$ cat src/rtl/lsu_pkg.sv
// Shared definitions for the load/store unit: data-memory access types,
// FSM state encoding and alignment helpers.
package lsu_pkg;

  // DMType encoding, shared with the data memory and the control decoder.
  localparam logic [2:0] DM_WORD   = 3'b000;
  localparam logic [2:0] DM_HALF   = 3'b001;
  localparam logic [2:0] DM_HALF_U = 3'b010;
  localparam logic [2:0] DM_BYTE   = 3'b011;
  localparam logic [2:0] DM_BYTE_U = 3'b100;

  typedef enum logic [1:0] {
    ST_IDLE,
    ST_BEAT,
    ST_RESP
  } lsu_state_t;

  // Codes 101..111 have no meaning of their own and behave as a word access.
  function automatic logic is_word(input logic [2:0] t);
    return !(t inside {DM_HALF, DM_HALF_U, DM_BYTE, DM_BYTE_U});
  endfunction

  function automatic logic is_half(input logic [2:0] t);
    return (t == DM_HALF) || (t == DM_HALF_U);
  endfunction

  // Index of the last beat (number of beats minus one) for an access.
  function automatic logic [1:0] last_beat(input logic [2:0] t,
                                           input logic [1:0] addr_lo);
    if (is_word(t) && (addr_lo != 2'b00)) return 2'd3;
    if (is_half(t) && addr_lo[0])          return 2'd1;
    return 2'd0;
  endfunction

  // The memory only needs to know the width of a store, not its signedness.
  function automatic logic [2:0] store_norm(input logic [2:0] t);
    if (is_word(t)) return DM_WORD;
    if (is_half(t)) return DM_HALF;
    return DM_BYTE;
  endfunction

endpackage

$ cat src/rtl/lsu_extend.sv
// Combinational sign/zero extender for reassembled split-load data.
module lsu_extend
  import lsu_pkg::*;
(
  input  logic [2:0]  i_type,
  input  logic [31:0] i_raw,
  output logic [31:0] o_data
);

  // Select the valid low part of the raw value and extend it per the access type.
  always_comb begin
    // NOTE: every path assigns o_data (default arm included), so no latch is inferred.
    unique case (i_type)
      DM_HALF:   o_data = {{16{i_raw[15]}}, i_raw[15:0]};
      DM_HALF_U: o_data = {16'h0000, i_raw[15:0]};
      DM_BYTE:   o_data = {{24{i_raw[7]}}, i_raw[7:0]};
      DM_BYTE_U: o_data = {24'h000000, i_raw[7:0]};
      default:   o_data = i_raw;
    endcase
  end

endmodule

$ cat src/rtl/lsu_split.sv
// Load/store unit: issues aligned accesses as one memory beat and splits
// misaligned word/half accesses into little-endian byte beats.
module lsu_split
  import lsu_pkg::*;
#(
  parameter int AW = 32,
  parameter int DW = 32
) (
  input  logic          clk,
  input  logic          rst,
  input  logic          req_valid,
  input  logic          req_we,
  input  logic [AW-1:0] req_addr,
  input  logic [DW-1:0] req_wdata,
  input  logic [2:0]    req_type,
  output logic          req_ready,
  output logic          stall,
  output logic          rsp_valid,
  output logic [DW-1:0] rsp_rdata,
  output logic          rsp_split,
  output logic          dm_we,
  output logic [AW-1:0] dm_addr,
  output logic [DW-1:0] dm_wdata,
  output logic [2:0]    dm_type,
  input  logic [DW-1:0] dm_rdata
);

  lsu_state_t    r_state;
  logic          r_we;
  logic [AW-1:0] r_addr;
  logic [DW-1:0] r_wdata;
  logic [2:0]    r_type;
  logic          r_split;
  logic [1:0]    r_last_cnt;
  logic [1:0]    r_beat_cnt;
  logic [DW-1:0] r_asm;
  logic          r_rsp_valid;
  logic [DW-1:0] r_rsp_rdata;
  logic          r_rsp_split;

  logic          w_last;
  logic [AW-1:0] w_beat_addr;
  logic [DW-1:0] w_asm_next;
  logic [DW-1:0] w_ext_data;
  logic [1:0]    w_req_last;

  assign w_last      = (r_beat_cnt == r_last_cnt);
  assign w_beat_addr = r_addr + AW'(r_beat_cnt);
  assign w_req_last  = last_beat(req_type, req_addr[1:0]);

  assign req_ready = (r_state == ST_IDLE);
  assign stall     = ((r_state == ST_IDLE) && req_valid) || (r_state == ST_BEAT);
  assign rsp_valid = r_rsp_valid;
  assign rsp_rdata = r_rsp_rdata;
  assign rsp_split = r_rsp_split;

  // Merge the byte returned in the current split beat into the assembly register.
  always_comb begin
    w_asm_next = r_asm;
    w_asm_next[{r_beat_cnt, 3'b000} +: 8] = dm_rdata[7:0];
  end

  lsu_extend u_extend (
    .i_type (r_type),
    .i_raw  (w_asm_next),
    .o_data (w_ext_data)
  );

  // Drive the memory port from the latched request; idle values outside BEAT.
  always_comb begin
    dm_we    = 1'b0;
    dm_addr  = '0;
    dm_wdata = '0;
    dm_type  = DM_WORD;
    if (r_state == ST_BEAT) begin
      // The beat in a reset cycle must not reach memory, so rst gates the strobe directly.
      dm_we = r_we && !rst;
      if (r_split) begin
        dm_addr  = w_beat_addr;
        dm_wdata = r_wdata >> {r_beat_cnt, 3'b000};
        dm_type  = r_we ? DM_BYTE : DM_BYTE_U;
      end else begin
        dm_addr  = r_addr;
        dm_wdata = r_wdata;
        dm_type  = r_type;
      end
    end
  end

  // Access sequencer: latch request, step through beats, pulse the response.
  always_ff @(posedge clk) begin
    if (rst) begin
      r_state     <= ST_IDLE;
      r_we        <= 1'b0;
      r_addr      <= '0;
      r_wdata     <= '0;
      r_type      <= DM_WORD;
      r_split     <= 1'b0;
      r_last_cnt  <= 2'd0;
      r_beat_cnt  <= 2'd0;
      r_asm       <= '0;
      r_rsp_valid <= 1'b0;
      r_rsp_rdata <= '0;
      r_rsp_split <= 1'b0;
    end else begin
      // NOTE: non-blocking assignments so every register samples pre-edge values.
      r_rsp_valid <= 1'b0;
      r_rsp_rdata <= '0;
      r_rsp_split <= 1'b0;
      unique case (r_state)
        ST_IDLE: begin
          if (req_valid) begin
            r_we       <= req_we;
            r_addr     <= req_addr;
            r_wdata    <= req_wdata;
            r_type     <= req_we ? store_norm(req_type) : req_type;
            r_last_cnt <= w_req_last;
            r_split    <= (w_req_last != 2'd0);
            r_beat_cnt <= 2'd0;
            r_asm      <= '0;
            r_state    <= ST_BEAT;
          end
        end
        ST_BEAT: begin
          if (r_split && !r_we) r_asm <= w_asm_next;
          if (w_last) begin
            r_state     <= ST_RESP;
            r_rsp_valid <= 1'b1;
            r_rsp_split <= r_split;
            if (r_we)         r_rsp_rdata <= '0;
            else if (r_split) r_rsp_rdata <= w_ext_data;
            else              r_rsp_rdata <= dm_rdata;
          end else begin
            r_beat_cnt <= r_beat_cnt + 2'd1;
          end
        end
        ST_RESP: r_state <= ST_IDLE;
        default: r_state <= ST_IDLE;
      endcase
    end
  end

endmodule

$ cat config.mk
export PLATFORM = sky130hd
export DESIGN_NAME = lsu_split
export DESIGN_NICKNAME = d
export VERILOG_FILES = /design/src/rtl/lsu_pkg.sv /design/src/rtl/lsu_extend.sv /design/src/rtl/lsu_split.sv
export SDC_FILE = /design/constraint.sdc
export NUM_CORES = 1
export LEC_CHECK = 0
export CAP_MARGIN = 20
export CELL_PAD_IN_SITES_DETAIL_PLACEMENT = 0
export CELL_PAD_IN_SITES_GLOBAL_PLACEMENT = 1
export CORE_ASPECT_RATIO = 0.8
export CORE_MARGIN = 5
export CORE_UTILIZATION = 31
export DETAILED_ROUTE_END_ITERATION = 6
export PLACE_DENSITY_LB_ADDON = 0.25
export SYNTH_ARGS = -nofsm -noshare
export SYNTH_HDL_FRONTEND = slang
export SYNTH_SLANG_ARGS = --single-unit
$ cat constraint.sdc
create_clock -name clk -period 3.5 [get_ports clk]
set_input_delay 0.875 -clock clk [delete_from_list [all_inputs] [get_ports clk]]
set_output_delay 0.875 -clock clk [all_outputs]
set_load 0.02 [all_outputs]
-- After elaboration in Yosys (flattened, before gate mapping)
Cells that the tools add are included.
- bits in registers: 141
- input bits: 103
- word-level logic and storage cells: 98
- add/sub/neg operators: 3
- eq/ne operators: 14
- shift-type cells: 3
- muxes and demuxes: 42
- bitwise operators: 2
- reductions and logical operators: 22
- operators by type and width (cell ; number):
    2-to-1 mux 32 bit ; 7
    one-hot mux 32 bit (4 select lines) ; 1
    one-hot mux 32 bit (2 select lines) ; 1
    adder 32 x 2 -> 32 bit ; 1
    bitwise mux 32 bit ; 1
    variable shift 8 x 7 -> 32 bit (first input constant) ; 1
    indexed part select 8 x 7 -> 32 bit ; 1
    >> shifter 32 x 5 -> 32 bit ; 1
    2-to-1 mux 3 bit ; 8
    2-to-1 mux 2 bit ; 8
    2-to-1 mux 1 bit ; 14
    == test 3 x 2 -> 1 bit (second input constant) ; 4
    one-hot mux 2 bit (2 select lines) ; 2
    negation 5 -> 7 bit ; 1
    == test 3 x 1 -> 1 bit (second input constant) ; 2
    == test 3 bit (second input constant) ; 2
    inequality test 2 bit (second input constant) ; 3
    AND reduction 3 bit ; 2
    nonzero test 2 bit ; 3
    logical AND 1 bit ; 5
    AND reduction 2 bit ; 2
    nonzero test 4 bit ; 1
    OR reduction 4 bit ; 1
    logical NOT 1 bit ; 3
    other kinds (9) ; 11

-- Depth between registers and ports, before layout
- depth in word-level cells: 13
- mapped depth: 10
- mapped depth without buffers: 7

-- Modules after synthesis
From an unflattened synthesis, not the netlist that was laid out.
- cells, all modules: 1011
- area total of the unflattened synthesis: 7608.5 sq um
- modules (own cells, without submodules) (module ; times used ; cells each ; area an instance (sq um) ; sequential area each (sq um)):
    lsu_split ; 1 ; 879 ; 6865.3 ; 2802.7
    lsu_extend ; 1 ; 132 ; 743.2 ; 0.0

-- Least setup slack after synthesis
OpenSTA, ideal clock, no wires.
- kind: reg-to-output
- start: reg r_beat_cnt[1]
- end: out dm_addr[26]
- arrival time: 2858 ps
- data required time: 2625 ps
- setup slack: -233 ps
- stages on the path, launching flop included: 10
- buffers on the path: 3
- cells stage by stage: dfxtp_1 > clkbuf_1 > inv_1 > clkbuf_1 > fa_1 > and4b_1 > clkbuf_1 > nand3_1 > or4_1 > a21oi_1
- cells in the longest elaborated chain, start to end: 3
- ends and longest elaborated chain (what ; line ; source):
    start: declaration ; lsu_split.sv:35 ; logic [1:0] r_beat_cnt;
    start signal: assignment ; lsu_split.sv:134 ; r_beat_cnt <= r_beat_cnt + 2'd1;
    adder 32 x 2 -> 32 bit ; lsu_split.sv:48 ; assign w_beat_addr = r_addr + AW'(r_beat_cnt);
    2-to-1 mux 32 bit ; lsu_split.sv:78 ; if (r_split) begin
    2-to-1 mux 32 bit ; lsu_split.sv:75 ; if (r_state == ST_BEAT) begin
    end: declaration ; lsu_split.sv:22 ; output logic [AW-1:0] dm_addr,
Every way passes these cells.

-- Final worst setup path
- start: reg r_addr[1]
- end: out dm_addr[7]
- cells in the longest elaborated chain, start to end: 3
- ends and longest elaborated chain (what ; line ; source):
    start: declaration ; lsu_split.sv:30 ; logic [AW-1:0] r_addr;
    start signal: assignment ; lsu_split.sv:114 ; r_addr <= req_addr;
    adder 32 x 2 -> 32 bit ; lsu_split.sv:48 ;
    2-to-1 mux 32 bit ; lsu_split.sv:78 ;
    2-to-1 mux 32 bit ; lsu_split.sv:75 ;
Every way passes these cells.

==> results.yml <==
critical_path:
  worstPathMaxFanout: 4
  critPathMostFrequentCell: "sky130_fd_sc_hd__buf_4"
  crit_path_top_delay_cell: "sky130_fd_sc_hd__clkdlybuf4s50_1"
  launching_instance_or_port_of_the_critical_path: "r_addr[1]$_SDFFE_PP0P_"
  path_cells: "buf_4 -> ha_1 -> a21o_1 -> buf_4 -> and3_1 -> xnor2_1 -> nor2_1 -> clkdlybuf4s50_1"
  setup.worst_path.class: "reg2out"
  critical_path.endpoint_type: "output port"
  worstPathBufferInverterCount: 3
  arrival_ns: 2.52
  worst_ep_required_time_ns: 2.62
  path_delay_family: "buffers and inverters"
  slowest_delay_ns: 0.62
  r2r_start: "r_beat_cnt[0]$_SDFFE_PP0P_"
  capture_point_of_the_worst_reg_to_reg_path: "rsp_rdata[23]$_SDFF_PP0_"
  startpoint_type: "register"
  worst_r2r_path_depth: 8
  regToRegSetupSlack_ns: 0.93
logic_synthesis:
  post_synth_arst_share_pct: 0
  synth_area_leader_cell: "sky130_fd_sc_hd__dfxtp_1"
  synth_top_flop_cell: "sky130_fd_sc_hd__dfxtp_1"
  synth_enable_flop_cells: 0
  synthesis.yosys.warnings: 0
  cell_types_with_the_largest_area_share_after_synthesis: "sky130_fd_sc_hd__dfxtp_1, sky130_fd_sc_hd__nand2_1, sky130_fd_sc_hd__a21oi_1"
  synth.yosys.seq_area_share_pct: 39.2
  synth.ff_latch_count: 140
  post_synth_inst_count: 934
  post_synth_num_cell_types: 54
  synthDominantCellAreaShare_pct: 39.2
  mappedNetlistArea_mm2: 0.00716
  synthesis.nets: 1044
  yosys.cell_count.top_type: "sky130_fd_sc_hd__nand2_1"
  synth_common_cells: "sky130_fd_sc_hd__nand2_1, sky130_fd_sc_hd__dfxtp_1, sky130_fd_sc_hd__nor2_1, sky130_fd_sc_hd__a21oi_1, sky130_fd_sc_hd__clkbuf_1"
  syn-mean-instance-area_um2: 7.66
global_routing:
  antenna_found_initial: 1
  grt_pass1_vias: 7054
  grt_overflow_total: 0
  grt_max_degree: 92
  grt_util_all_layers_pct: 18.5
  grt_first_pass_wirelength_um: 39500
timing:
  min_period_ns: 3.39
  final_critical_path_setup_slack_ns: 0.106
  post-route-period-util_pct: 97.0
  slew_viol_final: 0
  rsz_0062_raised_after_global_routing: "no"
  fmaxAchievable_mhz: 295
  hold_viol: 0
  worst_clock_skew_ns: 0.0107
  worst_slew_pin_slew_ns: 1.03
  final-setup-viol-count: 0
  slew-limit-headroom_pct: 31.6
placement:
  post-place-ws_ns: -0.174
  buffers_added_on_ports: 206
  place_area_mm2: 0.00977
  place_hpwl_um: 17400
  gp_congestion: 0.813
die:
  io_pins: 207
  initial_core_util_pct: 31.6
  core_mm2: 0.0226
  design.die.area_mm2: 0.0262
  fp.dieH_um: 146
  chipWidth_um: 180
  placement_rows: 49
final_layout:
  fraction_of_layout_instances_using_a_drive_strength_above_1_pct: 14.9
  area_growth_syn_to_layout_pct: 45.1
  fin_util_pct: 45.9
  nets: 1240
  finish.instance_area_mm2: 0.0104
clock_network:
  cts.repair_timing.setup_buffer_count: 0
  cts.sinks: 140
  cts-buffers-inserted: 17
  cts_root_buf: "sky130_fd_sc_hd__clkbuf_16"
  cts_tree: "yes"
  hold_buffers: 0
  clk_pin_slew_ns: 0.06
  clk-insertion-delay-late_ns: 0.42
  cts.htree.levels: 4
  cts_max_path_bufs: 2
hold_path:
  hold-path-endpoint: "r_wdata[6]$_SDFFE_PP0P_"
  timing.hold.worst.class: "reg2reg"
  hold_path_depth: 2
  worstHoldStart: "r_wdata[6]$_SDFFE_PP0P_"
power:
  total_switching_power_mw: 1.17
  pwr-share-seq_pct: 41.1
  p_leak_nw: 3.74
  irDropWorstVdd_mv: 0.293
  sw_frac_of_total_pct: 27.8
  pwr-share-clk_pct: 42.9
  internal_power_mw: 3.05
  power_per_cell_area_mw_per_mm2: 407
  comb_power_share_pct: 16.0
routing:
  routedWlPerCell_um: 17.3
  detailroute.via_count: 7363
  dr.first_iter.drc_count: 411
  detail_route.vias_per_cell: 5.08
  drt.antenna.violating_nets: 0
  finalWirelength_um: 25100
  detailedRoute.firstPassIterationCount: 6
  remaining_drc_errors: 0
status:
  outcome: "finished, final reports clean"
job:
  maxCapViolations: 0
through the flow:
stage	hold slack [ns]	cells	TNS, ns	power, mW
2_1_floorplan	0.432	934	0	2.10
3_3_place_gp	0.442	1417	-0.719	2.45
3_5_place_dp	0.448	1417	-0.891	2.45
4_1_cts	0.456	1447	-0.835	4.28
5_1_grt	0.476	1448	0	4.41
6_report	0.459	1448	0	4.22
routing by layer:
layer / track usage (%) / share of wire, % / up-vias
met3: 4.80 / 5.9 / 20
met1: 26.1 / 49 / 3451
li1: - / - / 3695
met2: 28.2 / 44 / 197
met5: 0 / 0 / -
met4: 4.27 / 1.2 / 0
layout by cell type (no fill, tap or decap), drive strengths merged, types with 3 or more instances in the layout:
master,netlist,routed
clkdlybuf4s50,0,179
nand2,172,172
dfxtp,140,140
nor2,110,110
a21oi,109,109
buf,5,54
o21ai,47,47
a22oi,37,37
clkbuf,70,28
o221a,24,24
mux2,21,21
inv,18,20
and3,17,17
nor2b,17,17
nand3,13,13
or4,11,11
dlygate4sd2,0,10
nand4,10,10
or3,10,10
a31oi,9,9
xnor2,9,9
o31ai,9,9
nand4b,7,7
o221ai,7,7
and4,7,7
nand2b,6,6
ha,6,6
xor2,5,5
a211oi,5,5
a22o,4,4
mux2i,3,3
clkinvlp,0,3
nor4bb,3,3
what timing repair did:
item	CTS	global route
setup endpoints to repair	26	19
pin swaps	0	8
gates resized for setup	52	43
power by group through the flow:
stage               registers, mW  logic (mW)  clock network, mW
detailed placement           1.77       0.685                  0
finish                       1.73       0.677               1.81
floorplan                    1.77       0.335                  0
global route                 1.74       0.742               1.92
global placement             1.77       0.683                  0
CTS                          1.73       0.685               1.86
sequential cells by signal, indices dropped and copies added, names as in the netlist:
signal / flops
r_addr: 32
r_state: 2
r_we: 1
rsp_rdata: 32
r_asm: 32
r_wdata: 32
rsp_valid: 1
r_type: 3
r_last_cnt: 1
r_split: 1
r_beat_cnt: 2
rsp_split: 1
how the worst max path moves through the flow:
| stage | end | slack (ns) | cells past startpoint |
|---|---|---|---|
| floorplan | dm_addr[22] | 0.00003 | 9 |
| CTS | dm_addr[28] | -0.21 | 8 |
| detailed placement | dm_addr[28] | -0.17 | 8 |
| global route | dm_addr[15] | 0.01 | 8 |
| finish | dm_addr[7] | 0.11 | 8 |
| global placement | dm_addr[26] | -0.15 | 8 |
worst register-to-register path, cell delays in order, from the launching register on:
cell	delay [ns]
sky130_fd_sc_hd__dfxtp_2	0.35
sky130_fd_sc_hd__buf_4	0.34
sky130_fd_sc_hd__inv_1	0.21
sky130_fd_sc_hd__ha_1	0.38
sky130_fd_sc_hd__and3b_1	0.29
sky130_fd_sc_hd__a311oi_1	0.11
sky130_fd_sc_hd__o41ai_2	0.32
sky130_fd_sc_hd__buf_4	0.29
sky130_fd_sc_hd__o221a_2	0.23
final cells by class:
type	count	area, um2
clock inverters	9	114
multi-input cells	701	4170
flip-flops and latches	140	2810
well taps	306	383
inverters	18	67.6
repair buffers	252	2380
diodes	1	2.50
clock buffers	21	460
fillers	2236	12200
logic make-up (layout without fill, tap and decap cells):
logic type,count (synthesis),count (layout),synth area share [%]
compound gates,261,261,23.4
xor+xnor,14,14,1.71
fa+ha+maj,7,7,1.33
buf+inv,93,300,4.98
flops,140,140,39.2
mux,24,24,3.72
other cells,0,1,0
simple gates,395,395,25.7
Note: power is estimated with default switching activity, not from simulation.
